===== src/rtl/pwm_pkg.sv =====
// Shared types and defaults for the multilevel PWM level sequencer.
package pwm_pkg;

   typedef enum logic [1:0] {
      ST_IDLE  = 2'd0,
      ST_DIV   = 2'd1,
      ST_WRITE = 2'd2,
      ST_RUN   = 2'd3
   } seq_state_e;

   localparam int DEF_BIT_WIDTH   = 16;
   localparam int DEF_LEVEL_COUNT = 4;

endpackage


===== src/rtl/pwm_level_sequencer_if.sv =====
// Config handshake plus per-level register write bus between the config
// registers (master side) and the level sequencer (slave side).
interface pwm_level_sequencer_if
   import pwm_pkg::*;
#(
   parameter int BIT_WIDTH = DEF_BIT_WIDTH,
   parameter int IDX_W     = 2
);
   logic                 CfgValid;
   logic                 CfgReady;
   logic [BIT_WIDTH-1:0] CfgMaxCount;
   logic                 CfgInterleave;
   logic                 StopReq;
   logic                 WrEn;
   logic [IDX_W-1:0]     WrIdx;
   logic [BIT_WIDTH-1:0] WrLower;
   logic [BIT_WIDTH-1:0] WrUpper;
   logic [BIT_WIDTH-1:0] WrOffset;

   modport master (
      output CfgValid, CfgMaxCount, CfgInterleave, StopReq,
      input  CfgReady, WrEn, WrIdx, WrLower, WrUpper, WrOffset
   );

   modport slave (
      input  CfgValid, CfgMaxCount, CfgInterleave, StopReq,
      output CfgReady, WrEn, WrIdx, WrLower, WrUpper, WrOffset
   );
endinterface


===== src/rtl/seq_divider.sv =====
// Restoring shift-subtract divider by a constant; the first step happens on
// the start edge, so the quotient is ready (done=1) BIT_WIDTH cycles later.
module seq_divider
   import pwm_pkg::*;
#(
   parameter int BIT_WIDTH = DEF_BIT_WIDTH,
   parameter int DIVISOR   = DEF_LEVEL_COUNT
) (
   input  logic                 clk,
   input  logic                 rst_n,
   input  logic                 start,
   input  logic [BIT_WIDTH-1:0] dividend,
   output logic [BIT_WIDTH-1:0] quotient,
   output logic                 done
);
   localparam int                 CNT_W   = $clog2(BIT_WIDTH + 1);
   localparam logic [BIT_WIDTH:0] DIV_EXT = (BIT_WIDTH + 1)'(DIVISOR);

   logic [BIT_WIDTH-1:0] rem_q, rem_d;
   logic [BIT_WIDTH-1:0] quo_q, quo_d;
   logic [CNT_W-1:0]     cnt_q, cnt_d;
   logic                 run_q, run_d;
   logic [BIT_WIDTH-1:0] src_rem, src_quo;
   logic [BIT_WIDTH:0]   rem_sh;

   always_comb begin
      rem_d   = rem_q;
      quo_d   = quo_q;
      cnt_d   = cnt_q;
      run_d   = run_q;
      src_rem = start ? '0 : rem_q;
      src_quo = start ? dividend : quo_q;
      rem_sh  = {src_rem, src_quo[BIT_WIDTH-1]};
      if (start || (cnt_q != '0)) begin
         // quotient bits shift in from the right as dividend bits shift out
         if (rem_sh >= DIV_EXT) begin
            rem_d = BIT_WIDTH'(rem_sh - DIV_EXT);
            quo_d = {src_quo[BIT_WIDTH-2:0], 1'b1};
         end else begin
            rem_d = rem_sh[BIT_WIDTH-1:0];
            quo_d = {src_quo[BIT_WIDTH-2:0], 1'b0};
         end
         cnt_d = start ? CNT_W'(BIT_WIDTH - 1) : cnt_q - CNT_W'(1);
      end
      if (start)
         run_d = 1'b1;
      else if (cnt_q == '0)
         run_d = 1'b0;
   end

   always_ff @(posedge clk or negedge rst_n) begin
      if (!rst_n) begin
         rem_q <= '0;
         quo_q <= '0;
         cnt_q <= '0;
         run_q <= 1'b0;
      end else begin
         rem_q <= rem_d;
         quo_q <= quo_d;
         cnt_q <= cnt_d;
         run_q <= run_d;
      end
   end

   assign quotient = quo_q;
   assign done     = run_q && (cnt_q == '0);

endmodule


===== src/rtl/pwm_level_sequencer.sv =====
// Computes each level's carrier band and interleave offset from the max count,
// writes them to the level stages, then releases a common run enable.
module pwm_level_sequencer
   import pwm_pkg::*;
#(
   parameter int LEVEL_COUNT = DEF_LEVEL_COUNT,
   parameter int BIT_WIDTH   = DEF_BIT_WIDTH
) (
   input  logic                   MClk,
   input  logic                   RstN,
   pwm_level_sequencer_if.slave   bus,
   output logic                   RunEn,
   output logic                   Busy,
   output logic                   CfgErr
);
   localparam int IDX_W = $clog2(LEVEL_COUNT);
   localparam int CNT_W = IDX_W + 1;

   seq_state_e           state_q, state_d;
   logic                 interleave_q, interleave_d;
   logic [BIT_WIDTH-1:0] q_q, q_d;
   logic [BIT_WIDTH-1:0] acc_q, acc_d;
   logic [CNT_W-1:0]     idx_q, idx_d;
   logic                 run_en_q, run_en_d;
   logic                 cfg_err_q, cfg_err_d;
   logic                 wr_en_q, wr_en_d;
   logic [IDX_W-1:0]     wr_idx_q, wr_idx_d;
   logic [BIT_WIDTH-1:0] wr_lower_q, wr_lower_d;
   logic [BIT_WIDTH-1:0] wr_upper_q, wr_upper_d;
   logic [BIT_WIDTH-1:0] wr_offset_q, wr_offset_d;

   logic                 cfg_ready, accept;
   logic                 div_start, div_done;
   logic [BIT_WIDTH-1:0] div_quo;
   logic                 issue;
   logic [CNT_W-1:0]     issue_idx;
   logic [BIT_WIDTH-1:0] wr_base, wr_step;

   assign cfg_ready = ((state_q == ST_IDLE) || (state_q == ST_RUN)) && !bus.StopReq;
   assign accept    = bus.CfgValid && cfg_ready;

   seq_divider #(
      .BIT_WIDTH (BIT_WIDTH),
      .DIVISOR   (LEVEL_COUNT)
   ) u_div (
      .clk      (MClk),
      .rst_n    (RstN),
      .start    (div_start),
      .dividend (bus.CfgMaxCount),
      .quotient (div_quo),
      .done     (div_done)
   );

   always_comb begin
      state_d      = state_q;
      interleave_d = interleave_q;
      q_d          = q_q;
      acc_d        = acc_q;
      idx_d        = idx_q;
      run_en_d     = run_en_q;
      cfg_err_d    = cfg_err_q;
      wr_en_d      = 1'b0;
      wr_idx_d     = '0;
      wr_lower_d   = '0;
      wr_upper_d   = '0;
      wr_offset_d  = '0;
      div_start    = 1'b0;
      issue        = 1'b0;
      issue_idx    = idx_q;
      wr_base      = acc_q;
      wr_step      = q_q;

      case (state_q)
         ST_IDLE, ST_RUN: begin
            if ((state_q == ST_RUN) && bus.StopReq) begin
               state_d  = ST_IDLE;
               run_en_d = 1'b0;
            end else if (accept) begin
               state_d      = ST_DIV;
               interleave_d = bus.CfgInterleave;
               run_en_d     = 1'b0;
               cfg_err_d    = 1'b0;
               div_start    = 1'b1;
            end
         end
         ST_DIV: begin
            if (bus.StopReq) begin
               state_d = ST_IDLE;
            end else if (div_done) begin
               if (div_quo == '0) begin
                  cfg_err_d = 1'b1;
                  state_d   = ST_IDLE;
               end else begin
                  // level 0 goes out on the same edge the quotient lands
                  q_d       = div_quo;
                  wr_base   = '0;
                  wr_step   = div_quo;
                  issue_idx = '0;
                  issue     = 1'b1;
                  state_d   = ST_WRITE;
               end
            end
         end
         ST_WRITE: begin
            if (bus.StopReq) begin
               state_d = ST_IDLE;
            end else if (idx_q == CNT_W'(LEVEL_COUNT)) begin
               state_d  = ST_RUN;
               run_en_d = 1'b1;
            end else begin
               issue = 1'b1;
            end
         end
         default: state_d = ST_IDLE;
      endcase

      if (issue) begin
         wr_en_d     = 1'b1;
         wr_idx_d    = issue_idx[IDX_W-1:0];
         wr_lower_d  = wr_base;
         wr_upper_d  = wr_base + wr_step - BIT_WIDTH'(1);
         wr_offset_d = interleave_q ? wr_base : '0;
         acc_d       = wr_base + wr_step;
         idx_d       = issue_idx + CNT_W'(1);
      end
   end

   always_ff @(posedge MClk or negedge RstN) begin
      if (!RstN) begin
         state_q      <= ST_IDLE;
         interleave_q <= 1'b0;
         q_q          <= '0;
         acc_q        <= '0;
         idx_q        <= '0;
         run_en_q     <= 1'b0;
         cfg_err_q    <= 1'b0;
         wr_en_q      <= 1'b0;
         wr_idx_q     <= '0;
         wr_lower_q   <= '0;
         wr_upper_q   <= '0;
         wr_offset_q  <= '0;
      end else begin
         state_q      <= state_d;
         interleave_q <= interleave_d;
         q_q          <= q_d;
         acc_q        <= acc_d;
         idx_q        <= idx_d;
         run_en_q     <= run_en_d;
         cfg_err_q    <= cfg_err_d;
         wr_en_q      <= wr_en_d;
         wr_idx_q     <= wr_idx_d;
         wr_lower_q   <= wr_lower_d;
         wr_upper_q   <= wr_upper_d;
         wr_offset_q  <= wr_offset_d;
      end
   end

   assign bus.CfgReady = cfg_ready;
   assign bus.WrEn     = wr_en_q;
   assign bus.WrIdx    = wr_idx_q;
   assign bus.WrLower  = wr_lower_q;
   assign bus.WrUpper  = wr_upper_q;
   assign bus.WrOffset = wr_offset_q;
   assign RunEn        = run_en_q;
   assign CfgErr       = cfg_err_q;
   assign Busy         = (state_q == ST_DIV) || (state_q == ST_WRITE);

endmodule


===== src/flat_wrapper.sv =====
// flat-port wrapper written by rule: the top's interface ports become plain ports
module pwm_level_sequencer_flat import pwm_pkg::*;
#(
   parameter int LEVEL_COUNT = DEF_LEVEL_COUNT,
   parameter int BIT_WIDTH   = DEF_BIT_WIDTH
)
  (MClk, RstN, RunEn, Busy, CfgErr, bus_CfgValid, bus_CfgMaxCount, bus_CfgInterleave, bus_StopReq, bus_CfgReady, bus_WrEn, bus_WrIdx, bus_WrLower, bus_WrUpper, bus_WrOffset);
  pwm_level_sequencer_if #(.BIT_WIDTH(BIT_WIDTH), .IDX_W(2)) bus_i ();
  input  logic MClk;
  input  logic RstN;
  output logic RunEn;
  output logic Busy;
  output logic CfgErr;
  input wire logic [$bits(bus_i.CfgValid)-1:0] bus_CfgValid;
  input wire logic [$bits(bus_i.CfgMaxCount)-1:0] bus_CfgMaxCount;
  input wire logic [$bits(bus_i.CfgInterleave)-1:0] bus_CfgInterleave;
  input wire logic [$bits(bus_i.StopReq)-1:0] bus_StopReq;
  output wire logic [$bits(bus_i.CfgReady)-1:0] bus_CfgReady;
  output wire logic [$bits(bus_i.WrEn)-1:0] bus_WrEn;
  output wire logic [$bits(bus_i.WrIdx)-1:0] bus_WrIdx;
  output wire logic [$bits(bus_i.WrLower)-1:0] bus_WrLower;
  output wire logic [$bits(bus_i.WrUpper)-1:0] bus_WrUpper;
  output wire logic [$bits(bus_i.WrOffset)-1:0] bus_WrOffset;
  assign bus_i.CfgValid = bus_CfgValid;
  assign bus_i.CfgMaxCount = bus_CfgMaxCount;
  assign bus_i.CfgInterleave = bus_CfgInterleave;
  assign bus_i.StopReq = bus_StopReq;
  assign bus_CfgReady = bus_i.CfgReady;
  assign bus_WrEn = bus_i.WrEn;
  assign bus_WrIdx = bus_i.WrIdx;
  assign bus_WrLower = bus_i.WrLower;
  assign bus_WrUpper = bus_i.WrUpper;
  assign bus_WrOffset = bus_i.WrOffset;
  pwm_level_sequencer #(.LEVEL_COUNT(LEVEL_COUNT), .BIT_WIDTH(BIT_WIDTH)) u_core (.MClk(MClk), .RstN(RstN), .bus(bus_i), .RunEn(RunEn), .Busy(Busy), .CfgErr(CfgErr));
endmodule

===== config.mk =====
export PLATFORM = sky130hd
export DESIGN_NAME = pwm_level_sequencer_flat
export DESIGN_NICKNAME = d
export VERILOG_FILES = /design/src/rtl/pwm_pkg.sv /design/src/rtl/pwm_level_sequencer_if.sv /design/src/rtl/seq_divider.sv /design/src/rtl/pwm_level_sequencer.sv /design/src/flat_wrapper.sv
export SDC_FILE = /design/constraint.sdc
export NUM_CORES = 1
export LEC_CHECK = 0
export BUFFER_PORTS_ARGS = -buffer_cell sky130_fd_sc_hd__buf_4
export CORE_MARGIN = 5
export CORE_UTILIZATION = 50
export DETAILED_ROUTE_END_ITERATION = 6
export GPL_ROUTABILITY_DRIVEN = 1
export PLACE_DENSITY = 0.8
export SLEW_MARGIN = 0
export SYNTH_ARGS = -nofsm -noshare
export SYNTH_HDL_FRONTEND = slang
export SYNTH_SLANG_ARGS = --single-unit

===== constraint.sdc =====
create_clock -name MClk -period 5.85 [get_ports MClk]
set_input_delay 0.2925 -clock MClk [delete_from_list [all_inputs] [get_ports MClk]]
set_output_delay 0.2925 -clock MClk [all_outputs]
set_load 0.05 [all_outputs]

# ---- Word-level counts from Yosys, hierarchy flattened
# Index checks and enable logic that the tools add are counted.
# Widths: inputs -> output; s select.
dict set report word_totals {
  reg_bits 129
}
dict set report op_classes {
  mux 52
  n_reduce_logical 20
  add_sub_neg 5
  eq_ne 14
  order_cmp 1
  bitwise 1
}
# operator count
set op_table {}
lappend op_table {{$mux 16} 15}
lappend op_table {{$mux 1} 20}
lappend op_table {{$ge 17x3->1 const B} 1}
lappend op_table {{$add 16x16->16} 1}
lappend op_table {{$logic_not 16->1} 1}
lappend op_table {{$mux 2} 8}
lappend op_table {{$sub 16x1->16 const B} 1}
lappend op_table {{$sub 16x3->16 const B} 1}
lappend op_table {{$mux 3} 4}
lappend op_table {{$ne 2x1->1 const B} 4}
lappend op_table {{$ne 2x2->1 const B} 3}
lappend op_table {{$ne 3x2->1 const B} 2}
lappend op_table {{$pmux 1 s2} 3}
lappend op_table {{$pmux 2 s3} 1}
lappend op_table {{$reduce_and 3->1} 2}
lappend op_table {{$reduce_and 6->1} 1}
lappend op_table {{$reduce_bool 2->1} 3}
lappend op_table {{$logic_not 5->1} 1}
lappend op_table {{$mux 5} 1}
lappend op_table {{$reduce_bool 5->1} 1}
lappend op_table {{$sub 5x1->5 const B} 1}
lappend op_table {{$eq 2x2->1 const B} 2}
lappend op_table {{$logic_and 1x1->1} 4}
lappend op_table {{$reduce_and 4->1} 1}
lappend op_table {{other kinds (9)} 11}

# ---- Longest topological paths before layout
dict set report depth {
  depth_word 10
  ltp_mapped 16
  depth_no_buf 15
}

# ---- Hierarchy
# From an unflattened synthesis, not the netlist that was laid out.
dict set report hier_totals {
  cells_unflattened 688
  area_unflattened_um2 6907.9
}
# module instances seq_area_each_um2 area_per_inst_um2 cells_each
set modules_own_cells {}
lappend modules_own_cells {pwm_level_sequencer 1 2277.2 4578.1 441}
lappend modules_own_cells {seq_divider 1 950.9 2329.7 247}

# ---- Least setup slack after synthesis
# Ideal clock, no wire load.
dict set report synth_timing {
  kind {register -> register}
  start {register u_core.u_div.cnt_q[0]}
  end {register u_core.wr_upper_q[14] (netlist: u_core.bus.WrUpper[14])}
  required_ns 5.771
  path_buffers 1
  path_slack_ns 1.555
  synth_period_minus_slack_ns 4.295
  arrival_time_ns 4.216
  setup_ns 0.079
  stages_incl_launch_ff 17
  path_cell_list {dfrtp_1 inv_1 ha_1 nor4b_4 nand3_1 clkbuf_1 and2_1 ha_1 fa_1 a21o_1 a211oi_1 nor2_1 or3_1 nor4b_2 nand3b_1 nor3_1 mux2i_1}
}
dict set report synth_between {
  elab_chain_cells 8
}
# element line_no
set synth_lines {}
lappend synth_lines {{start: declaration} seq_divider.sv:21} ;# logic [CNT_W-1:0] cnt_q, cnt_d;
lappend synth_lines {{start signal: assignment} seq_divider.sv:60} ;# cnt_q <= cnt_d;
lappend synth_lines {{$logic_not 5->1 *} seq_divider.sv:66} ;# assign done = run_q && (cnt_q == '0);
lappend synth_lines {{$logic_and 1x1->1 *} seq_divider.sv:66}
lappend synth_lines {{$mux 16} pwm_level_sequencer.sv:89} ;# end else if (div_done) begin
lappend synth_lines {{$mux 16} pwm_level_sequencer.sv:87} ;# if (bus.StopReq) begin
lappend synth_lines {{$mux 16} pwm_level_sequencer.sv:73} ;# case (state_q)
lappend synth_lines {{$add 16x16->16} pwm_level_sequencer.sv:121} ;# wr_upper_d = wr_base + wr_step - BIT_WIDTH'(1);
lappend synth_lines {{$sub 16x1->16} pwm_level_sequencer.sv:121}
lappend synth_lines {{$mux 16 *} pwm_level_sequencer.sv:117} ;# if (issue) begin
lappend synth_lines {{net u_core.wr_upper_d[14]} pwm_level_sequencer.sv:29} ;# logic [BIT_WIDTH-1:0] wr_upper_q, wr_upper_d;
lappend synth_lines {{end signal: assignment} pwm_level_sequencer.sv:153} ;# wr_upper_q <= wr_upper_d;
lappend synth_lines {{end: declaration} pwm_level_sequencer.sv:29}
# The timed path passes the listed nets; every way through them passes the cells marked *.
# A chain may end at the register's enable or synchronous reset.

# ---- Worst setup path in the final report
dict set report layout_timing {
  start {register u_core.u_div.quo_q[12] (netlist: u_core.u_div.quotient[12])}
  end {register u_core.wr_upper_q[14] (netlist: u_core.bus.WrUpper[14])}
}
dict set report layout_between {
  elab_chain_cells 8
}
# element line_no
set layout_lines {}
lappend layout_lines {{start: declaration} seq_divider.sv:20} ;# logic [BIT_WIDTH-1:0] quo_q, quo_d;
lappend layout_lines {{start signal: assignment} seq_divider.sv:59} ;# quo_q <= quo_d;
lappend layout_lines {{$logic_not 16->1} pwm_level_sequencer.sv:90} ;# if (div_quo == '0) begin
lappend layout_lines {{$mux 16} pwm_level_sequencer.sv:90}
lappend layout_lines {{$mux 16} pwm_level_sequencer.sv:89}
lappend layout_lines {{$mux 16} pwm_level_sequencer.sv:87}
lappend layout_lines {{$mux 16} pwm_level_sequencer.sv:73}
lappend layout_lines {{$add 16x16->16} pwm_level_sequencer.sv:121}
lappend layout_lines {{$sub 16x1->16} pwm_level_sequencer.sv:121}
lappend layout_lines {{$mux 16 *} pwm_level_sequencer.sv:117}
lappend layout_lines {{net u_core.wr_upper_d[14]} pwm_level_sequencer.sv:29}
# Marked as above.

==> impl_metrics.py <==
metrics = {
    "clocking": {
        "ctsHtreeMaxLevel": 4,
        "clk_latency_ps": 410,
        "cts.sinks": 129,
        "cts-hold-fix-buffers": 1,
        "cts_buffers": 17,
        "post_cts_buffers": 0,
        "post_cts_resized": 0,
        "cts.path.max_buffers": 2,
        "cts_tree": "yes",
        "clockRootBuffer": "clkbuf_16",
        "path_clk_slew_ps": 60,
    },
    "routing": {
        "drc": 0,
        "drtIter0Drc": 584,
        "ant_nets": 0,
        "drtPass1Iterations": 5,
        "vias": 5554,
        "viasPerCell": 5.84,
        "drt_wl_total_um": 15900,
        "route.detailed.wl_per_inst_um": 16.7,
    },
    "synth": {
        "synth-seq-area-share": 0.482,
        "synthCells": 695,
        "synth_fp_nets": 741,
        "async_reset_ff_frac": 1.00,
        "synth_cell_types": 72,
        "synth_edf_count": 0,
        "avgSynthCellArea_um2": 9.63,
        "synth-seq-cells": 129,
        "netlist_area_um2": 6690,
        "ys.flop_type": "dfrtp_1",
        "yosysWarnings": 0,
    },
    "critical_path": {
        "crit_family": "simple AND/OR/NAND/NOR gates",
        "worstPathCellList": "nor4_1, nand4_1, and3b_1, nand3_1, buf_4, mux2_2, ha_1, fa_1, a21o_1, a211oi_1, nor2_1, or3_1, nor4b_2, nand3b_1, nor3_1, mux2i_1",
        "max_stage_delay_ps": 450,
        "crit_required_ps": 6180,
        "slowest_stage": "nor4_1",
        "r2r_setup_slack_ps": 740,
        "path_class": "reg2reg",
        "crit_path_start_kind": "flip-flop",
        "crit_buf_inv": 1,
        "crit_arrival_ps": 5440,
        "critPathMaxFanout": 37,
        "end_kind": "flip-flop",
    },
    "place": {
        "dpl_cell_area_um2": 7380,
        "portBuffers": 75,
        "dp_hpwl_um": 11100,
        "gp_congestion": 0.878,
    },
    "timing": {
        "rsz0062_at_grt": "false",
        "tns_ps": 0,
        "post-route-period-util": 0.873,
        "slew_viol_final": 0,
        "period_needed_ps": 5110,
        "worst_slew_pin_slew_ps": 1010,
        "setup_viol": 0,
        "slew_headroom": 0.325,
        "whs_ps": 85.3,
        "skew_ps": 6.81,
        "max_freq_mhz": 196,
        "hold_viol_final": 0,
    },
    "power": {
        "p_int_mw": 2.36,
        "p_switching_mw": 1.57,
        "p_sw_frac": 0.399,
        "p_leak_nw": 3.94,
        "powerDensity_nw_per_um2": 493,
        "peakVddDrop_mv": 0.222,
        "comb_power_share": 0.397,
        "clockPowerShare": 0.264,
        "p_seq_frac": 0.338,
    },
    "layout": {
        "final_common_cell": "dfrtp_1",
        "nNetsFinal": 808,
        "drive_gt1_frac": 0.192,
        "synthToLayoutAreaGrowth_pct": 19.3,
        "layout_common_cells": "dfrtp_1 (129), nand2_1 (116), buf_4 (81)",
        "insertedDiodeCount": 0,
        "fin_area_um2": 7990,
        "num-fill-cells": 1053,
    },
    "die": {
        "die_h_um": 126,
        "core_area_um2": 13200,
        "die_x_um": 126,
        "dieArea_um2": 15800,
        "pin_count": 76,
        "num_rows": 42,
        "start_util": 0.507,
    },
    "hold_path": {
        "hold_class": "in2reg",
    },
    "grt": {
        "grt_pass1_wl_um": 26000,
        "grt_pass1_vias": 5268,
        "grtUsageTotal": 0.203,
        "grt_max_degree": 69,
        "overflow": 0,
        "grt_antenna_before_repair": 0,
    },
    "flow_run": {
        "max_cap_violations": 0,
    },
    "run_status": {
        "outcome": "finished, final reports clean",
    },
}
kinds of logic after synthesis:
logic type	after synthesis	synth area share
and+or+nand+nor	305	0.231
AOI/OAI and AO/OA	144	0.145
DFF	129	0.482
buffers and inverters	50	0.0299
adders and majority gates	25	0.0479
muxes	24	0.0393
xor gates and xnor gates	18	0.0247
per-stage QoR:
step	worst slack (ps)	total power [mW]	std cells	utilization
after floorplan	1550	2.47	695	-
after global placement	1120	2.78	917	0.560
after detailed placement	886	2.86	917	0.560
after CTS	805	3.93	950	0.605
after global routing	409	4.19	951	0.606
final	743	3.94	951	0.606
synthesized netlist by cell type, types with 3 or more instances:
cell type	number	share of area
a2111oi_0	4	0.0052
a211oi_1	9	0.010
a21o_1	4	0.0045
a21oi_1	33	0.025
a311oi_1	3	0.0039
a31oi_1	20	0.019
and2_1	38	0.036
and3_1	20	0.019
buf_2	4	0.0030
clkbuf_1	30	0.017
dfrtp_1	129	0.48
ha_1	24	0.045
inv_1	14	0.0079
mux2_2	18	0.030
mux2i_1	6	0.0090
nand2_1	116	0.065
nand2b_1	5	0.0047
nand3_1	5	0.0037
nand3b_1	5	0.0056
nand4_1	3	0.0028
nor2_1	55	0.031
nor2b_1	7	0.0065
nor3_1	10	0.0075
nor3b_1	7	0.0079
nor4_1	7	0.0065
o211ai_1	4	0.0045
o21a_1	4	0.0045
o21ai_0	28	0.021
o221a_2	4	0.0067
o221ai_1	3	0.0039
o31ai_1	3	0.0034
or2_2	3	0.0028
or3_1	8	0.0075
xnor2_1	9	0.012
xor2_1	8	0.010
layer usage:
| metal | vias up | part of all wire | global-route usage |
|---|---|---|---|
| met4 | 0 | 0.038 | 0.110 |
| met3 | 60 | 0.073 | 0.0457 |
| li1 | 2594 | - | - |
| met2 | 253 | 0.48 | 0.316 |
| met1 | 2647 | 0.41 | 0.266 |
| met5 | - | 0 | 0 |
state kept, by name, summed over array words and instances, names as in the netlist:
register / count
u_core.u_div.rem_q: 16
u_core.u_div.cnt_q: 5
u_core.u_div.quotient: 16
u_core.acc_q: 16
u_core.bus.WrIdx: 2
u_core.CfgErr: 1
u_core.bus.WrUpper: 16
u_core.idx_q: 3
u_core.q_q: 16
u_core.bus.WrEn: 1
u_core.RunEn: 1
u_core.bus.WrLower: 16
u_core.bus.WrOffset: 16
u_core.state_q: 2
u_core.u_div.run_q: 1
u_core.interleave_q: 1
power by group through the flow:
stage	Clock, mW	Combinational [mW]	Sequential, mW
3_3_place_gp	0	1.46	1.32
2_1_floorplan	0	1.16	1.31
3_5_place_dp	0	1.52	1.34
6_report	1.04	1.56	1.33
5_1_grt	1.10	1.72	1.36
4_1_cts	1.06	1.55	1.33
cell type report:
class | instances | area [um2] | share of cell area
Clock buffer | 18 | 429 | 0.0537
Clock inverter | 14 | 155 | 0.0194
Inverter | 15 | 56.3 | 0.00705
Multi-Input combinational cell | 516 | 3270 | 0.409
Sequential cell | 129 | 3230 | 0.404
Tap cell | 176 | 220 | 0.0276
Timing Repair Buffer | 83 | 629 | 0.0788
tightest hold or removal path: stages:
cell and delay, ps:
buf_4 80, nand2_1 40, nand2_1 50
final timing paths:
| check | depth (start not counted) | endpoint | start |
|---|---|---|---|
| max reg2reg | 16 | u_core.bus.WrUpper[14]$_DFF_PN0_ | u_core.u_div.quotient[12]$_DFFE_PN0P_ |
| max in group asynchronous | 3 | u_core.q_q[5]$_DFF_PN0_ | RstN |
| min | 3 | u_core.interleave_q$_DFFE_PN0P_ | bus_CfgInterleave |
| max | 16 | u_core.bus.WrUpper[14]$_DFF_PN0_ | u_core.u_div.quotient[12]$_DFFE_PN0P_ |
| min in group asynchronous | 2 | u_core.bus.WrUpper[11]$_DFF_PN0_ | RstN |
| min reg2reg | 1 | u_core.q_q[7]$_DFF_PN0_ | u_core.q_q[7]$_DFF_PN0_ |
No activity file was read; power rests on OpenSTA's default activity.
